`src/rtl/robot_controller.sv`:
```
// Wall-following decision engine for the pipe-cleaning robot: seeks a wall, keeps it on the left,
// clears trash and stops on the exit cell. Optional step limit enabled by ROBOT_STEP_LIMIT_EN.
module robot_controller #(
    parameter int unsigned STEP_LIMIT = 1000
) (
    input  logic clock,
    input  logic reset,
    input  logic head,
    input  logic left,
    input  logic under,
    input  logic barrier,
    output logic front,
    output logic turn,
    output logic remove,
    output logic halted
);

    typedef enum logic [3:0] {
        SEEK, FOLLOW, FWD_FORCE, TURN_L, ROT2, ROT3, REM1, REM2, HALT
    } state_e;

    state_e state_q, state_d, fwd_next;
    logic   resume_q, resume_d;    // 1: return to FOLLOW after removal, 0: return to SEEK
    logic   front_q, front_d;
    logic   turn_q, turn_d;
    logic   remove_q, remove_d;
    logic   halted_q, halted_d;
    logic   issue_fwd;
    logic   limit_hit;

`ifdef ROBOT_STEP_LIMIT_EN
    localparam int CNT_W = (STEP_LIMIT < 1) ? 1 : $clog2(STEP_LIMIT + 1);
    logic [CNT_W-1:0] cnt_q, cnt_d;

    // The forward that brings the count to the limit is the last one issued.
    assign limit_hit = (cnt_q == CNT_W'(STEP_LIMIT - 1));

    always_comb begin
        cnt_d = cnt_q;
        if (front_d && (cnt_q != CNT_W'(STEP_LIMIT)))
            cnt_d = cnt_q + CNT_W'(1);
    end

    always_ff @(posedge clock or negedge reset) begin
        if (!reset) cnt_q <= '0;
        else        cnt_q <= cnt_d;
    end
`else
    logic unused_step_limit;
    assign unused_step_limit = ^STEP_LIMIT;
    assign limit_hit         = 1'b0;
`endif

    always_comb begin
        state_d   = state_q;
        resume_d  = resume_q;
        front_d   = 1'b0;
        turn_d    = 1'b0;
        remove_d  = 1'b0;
        halted_d  = halted_q;
        issue_fwd = 1'b0;
        fwd_next  = state_q;
        case (state_q)
            SEEK, FOLLOW, FWD_FORCE: begin
                if (under) begin
                    state_d  = HALT;
                    halted_d = 1'b1;
                end else if (state_q == FOLLOW && !left) begin
                    turn_d  = 1'b1;
                    state_d = FWD_FORCE;
                end else if (barrier) begin
                    remove_d = 1'b1;
                    state_d  = REM1;
                    resume_d = (state_q != SEEK);
                end else if (head) begin
                    turn_d  = 1'b1;
                    state_d = ROT2;
                end else begin
                    issue_fwd = 1'b1;
                    fwd_next  = (state_q == SEEK) ? SEEK : FOLLOW;
                end
            end
            ROT2: begin
                turn_d  = 1'b1;
                state_d = ROT3;
            end
            ROT3: begin
                turn_d  = 1'b1;
                state_d = FOLLOW;
            end
            REM1: begin
                remove_d = 1'b1;
                state_d  = REM2;
            end
            REM2: begin
                remove_d = 1'b1;
                state_d  = resume_q ? FOLLOW : SEEK;
            end
            HALT: begin
                halted_d = 1'b1;
            end
            default: state_d = SEEK;
        endcase
        if (issue_fwd) begin
            front_d = 1'b1;
            if (limit_hit) begin
                state_d  = HALT;
                halted_d = 1'b1;
            end else begin
                state_d = fwd_next;
            end
        end
    end

    always_ff @(posedge clock or negedge reset) begin
        if (!reset) begin
            state_q  <= SEEK;
            resume_q <= 1'b0;
            front_q  <= 1'b0;
            turn_q   <= 1'b0;
            remove_q <= 1'b0;
            halted_q <= 1'b0;
        end else begin
            state_q  <= state_d;
            resume_q <= resume_d;
            front_q  <= front_d;
            turn_q   <= turn_d;
            remove_q <= remove_d;
            halted_q <= halted_d;
        end
    end

    assign front  = front_q;
    assign turn   = turn_q;
    assign remove = remove_q;
    assign halted = halted_q;

endmodule

```
`config.mk`:
```
export PLATFORM = sky130hd
export DESIGN_NAME = robot_controller
export DESIGN_NICKNAME = d
export VERILOG_FILES = /design/src/rtl/robot_controller.sv
export SDC_FILE = /design/constraint.sdc
export NUM_CORES = 1
export LEC_CHECK = 0
export BUFFER_PORTS_ARGS = -buffer_cell sky130_fd_sc_hd__buf_2
export CAP_MARGIN = 20
export CORE_AREA = 2 2 39 41
export CTS_CLUSTER_DIAMETER = 150
export DETAILED_ROUTE_END_ITERATION = 12
export DIE_AREA = 0 0 41 43
export GPL_ROUTABILITY_DRIVEN = 0
export PLACE_DENSITY_LB_ADDON = 0.25
export RECOVER_POWER = 50
export SETUP_SLACK_MARGIN = 0.02
export SLEW_MARGIN = 20
export SYNTH_ARGS = -nofsm -noshare
export SYNTH_HDL_FRONTEND = slang
export SYNTH_SLANG_ARGS = --single-unit
```
`constraint.sdc`:
```
create_clock -name clock -period 1.25 [get_ports clock]
set_input_delay 0.125 -clock clock [delete_from_list [all_inputs] [get_ports clock]]
set_output_delay 0.125 -clock clock [all_outputs]
set_load 0.1 [all_outputs]
```
=== Word level (Yosys, flattened, before mapping) ===
Cells that the tools add are included.

* Word-level logic and storage cells: 64
* Register bits after elaboration: 9
* Output and inout port bits: 4
* Input bits: 6

* Reduce and logical (&&, ||, !) cells: 11
* Muxes and demuxes: 30
* Equal/unequal tests: 15
* Bitwise operators: 2

{| class="wikitable"
|+ Operators with widths
! kind !! number
|-
| $mux W4 || 10
|-
| $pmux W4 S6 || 1
|-
| $eq A4 B3 Y1 const B || 4
|-
| $mux W1 || 16
|-
| $ne A2 B2 Y1 const B || 6
|-
| $reduce_and A7 Y1 || 1
|-
| $ne A6 B6 Y1 const B || 1
|-
| $pmux W1 S2 || 3
|-
| $eq A4 B1 Y1 const B || 1
|-
| $eq A4 B2 Y1 const B || 1
|-
| $eq A4 B4 Y1 const B || 1
|-
| $logic_not A4 Y1 || 1
|-
| $reduce_and A4 Y1 || 1
|-
| $reduce_bool A4 Y1 || 1
|-
| $reduce_or A2 Y1 || 2
|-
| $reduce_or A3 Y1 || 1
|-
| $ne A2 B1 Y1 const B || 1
|-
| $not A1 Y1 || 2
|-
| $reduce_and A2 Y1 || 1
|-
| $reduce_bool A2 Y1 || 1
|-
| $logic_and A1 B1 Y1 || 1
|-
| $logic_not A1 Y1 || 1
|}

=== Longest topological paths before layout ===
* Word-level depth: 8
* Depth in mapped cells: 4
* Depth with buffers taken out: 3

=== Worst setup path before layout ===
Ideal clock, no wire load.

* Path type: register to register
* Start point: reg halted (netlist name)
* End point: reg halted_q, in the netlist halted
* Arrival: 1.042 ns
* Setup slack: 0.077 ns
* Required time: 1.119 ns
* Period minus slack after synthesis: 1.173 ns
* Cell stages (with the launch flop): 3
* Buffers on the path: 0
* Setup time: 0.131 ns
* Cell sequence: dfrtp_1 > a21oi_1 > o31ai_1

{| class="wikitable"
|+ RTL lines
! element !! line !! RTL
|-
| end signal, assigned || 129 || <nowiki>halted_q <= halted_d;</nowiki>
|-
| end, declared || 27 || <nowiki>logic halted_q, halted_d;</nowiki>
|}

=== Worst setup path in the final report ===
* Start point: reg halted_q, in the netlist halted
* End point: out halted

{| class="wikitable"
|+ RTL lines
! element !! line !! RTL
|-
| end, declared || 15 || <nowiki>output logic halted</nowiki>
|}

No word-level cell between the ends.

==> reports/metrics.cfg <==
[run_status]
outcome = finished, final reports clean

[drt]
drt_iter0_drc = 19
drt-total-wl_um = 1050
ant_nets = 0
num_vias = 436
drcViolationCount = 0
routed_via_density = 5.32
first_pass_iters = 4
wire_per_inst_um = 12.8

[finish]
nNetsFinal = 73
area_growth_syn_to_layout_pct = 25.8
final_cells = 82
drive_gt1_frac = 0.303
diodes = 0

[power]
leakage_nw = 0.286
ir_drop_mv = 0.641
cellPowerDensity_nw_per_um2 = 2450

[logic_synthesis]
synthArstFlopShare = 1.00
ys_top_cells_by_area = dfrtp_1 47%, a21oi_1 4.2%, nor2_1 3.9%, nor3_4 3.4%, o41ai_2 3.4%
syn-num-nets = 55
synth-seq-cells = 9
synth_common_cells = 9 x dfrtp_1, 5 x nor2_1, 4 x a21oi_1, 4 x inv_1, 4 x nand2_1
synthCells = 49
synthXorXnorAreaFrac = 0
synth_area_leader_cell = dfrtp_1
ys.flop_type = dfrtp_1
synth_mux_area_frac = 0.0211
postSynthAreaPerCell_um2 = 9.70
synth-compound-area-share = 0.229
yosysSeqAreaShare = 0.474
synth_top_family_by_area = compound AO/OA/AOI/OAI gates
synth_edf_count = 0
yosys.area.top_type_share = 0.474
synthAdderAreaFrac = 0
synthSimpleGateAreaFrac = 0.211
synth_cell_types = 24
yosys_warnings = 0
synth_area_um2 = 475
yosysMostFrequentCell = dfrtp_1

[global_route]
grt_pass1_wl_um = 1740
track_usage = 0.149
grt_max_degree = 10
antenna_found_initial = 0
grt-ovfl-total = 0
grt_pass1_vias = 387

[flow_run]
cap_violations = 0

[clock_tree]
cts_buffer_depth = 2
cts_tree = yes
numCtsBuffers = 3
clock-root-buffer = clkbuf_4
htree_levels = 1
clock_sinks = 9
clkLatencyLatePin_ns = 0.27
clk_pin_slew_ns = 0.07

[sta]
period_minus_slack_ns = 1.17
slew-limit-headroom = 0.667
min_period_over_period = 0.934
report.final.hold_viol_count = 0
grt_setup_unrepaired = false
fmax_mhz = 857
fin_setup_tns_ns = 0
tightest_slew_ns = 0.499
fin_skew_ns = 0.00168
drv_slew = 0
finalSetupViolCount = 0

[floorplanning]
rows = 14
core_area_um2 = 1380
die_x_um = 41
io_pins = 10
die_area_um2 = 1760
start_util = 0.344
fp.dieH_um = 43

[worst_hold_path]
min_path_type = primary input to register
hold_depth = 2

[setup_path]
critical_path_class = register to output pin
crit_arrival_ns = 1.04
cp.required_ns = 1.12
crit_family = buffers and inverters
max_stage_delay_ns = 0.42
start_kind = register
critPathBufInv = 1
worstPathMaxFanout = 2
r2r_cells = 3
worstSetupEndpointType = output pin
cp.depth = 1
crit_slowest_cell = buf_2
cp_cell_sequence = buf_2

[placement]
dp_hpwl_um = 735
placed_cells_incl_taps = 76
portBuffers = 9

## layout by cell type, fill, tap and decap left out, types with 3 or more instances in the layout
cell,instances
dfrtp_1,8
nor2_1,5
a21oi_1,4
inv_1,4
clkbuf_4,3
nand2_1,4
buf_4,5
buf_2,8
## final cells by class
type	instances	area, um2
inverters	4	15.0
flip-flops and latches	9	226
clock buffers	4	26.3
well taps	16	20.0
multi-input cells	34	219
fillers	148	786
repair buffers	15	91.3
## flip-flops by register name, summed over array words and instances (netlist names)
name and cells:
front 1, halted 1, remove 1, resume_q 1, state_q 4, turn 1
## through the flow
stage / utilization / hold WS [ns] / instance area [um2] / total power, mW / setup slack, ns
floorplan: - / -0.171 / 475 / 1.02 / 0.0771
global placement: 0.401 / -0.00779 / 554 / 1.20 / 0.0969
detailed placement: 0.401 / -0.00758 / 554 / 1.19 / 0.0748
CTS: 0.427 / 0.0585 / 591 / 1.44 / 0.0652
global route: 0.432 / 0.0701 / 598 / 1.57 / 0.0430
finish: 0.432 / 0.0681 / 598 / 1.47 / 0.0826
## timing repair
| item | CTS | global route |
|---|---|---|
| setup buffers | 0 | 1 |
| gates resized for setup | 0 | 1 |
| endpoints found under the hold margin | 9 | 0 |
| hold buffers | 1 | 0 |
| endpoints found under the setup margin | 0 | 1 |
## layer usage
| layer | vias up | global-route usage | wire length (um) |
|---|---|---|---|
| li1 | 206 | - | - |
| met1 | 212 | 0.199 | 459 |
| met3 | 2 | 0.0314 | 59 |
| met5 | - | 0 | 0 |
| met2 | 16 | 0.197 | 509 |
| met4 | 0 | 0.120 | 25 |
## kinds of logic (layout without fill, tap and decap cells)
| kind of cell | after synthesis | count (layout) |
|---|---|---|
| multiplexers | 1 | 1 |
| AND/OR/NAND/NOR | 18 | 18 |
| buffers and inverters | 6 | 23 |
| AO/OA/AOI/OAI | 15 | 15 |
| flip-flops | 9 | 9 |
## final timing paths
kind / end / startpoint / slack [ns]
min in group asynchronous: remove$_DFF_PN0_ / reset / 0.33
min reg2reg: halted$_DFFE_PN0P_ / halted$_DFFE_PN0P_ / 0.48
max reg2reg: state_q[0]$_DFFE_PN0P_ / state_q[2]$_DFFE_PN0P_ / 0.11
max in group asynchronous: state_q[3]$_DFFE_PN0P_ / reset / 0.56
min: front$_DFF_PN0_ / head / 0.07
max: halted / halted$_DFFE_PN0P_ / 0.08
## power by group
group	total, mW	switching, mW	internal [mW]
Clock	0.243	0.120	0.124
Sequential	0.489	0.101	0.388
Combinational	0.734	0.463	0.271
Total	1.47	0.683	0.783
Note: power is estimated with default switching activity, not from simulation.
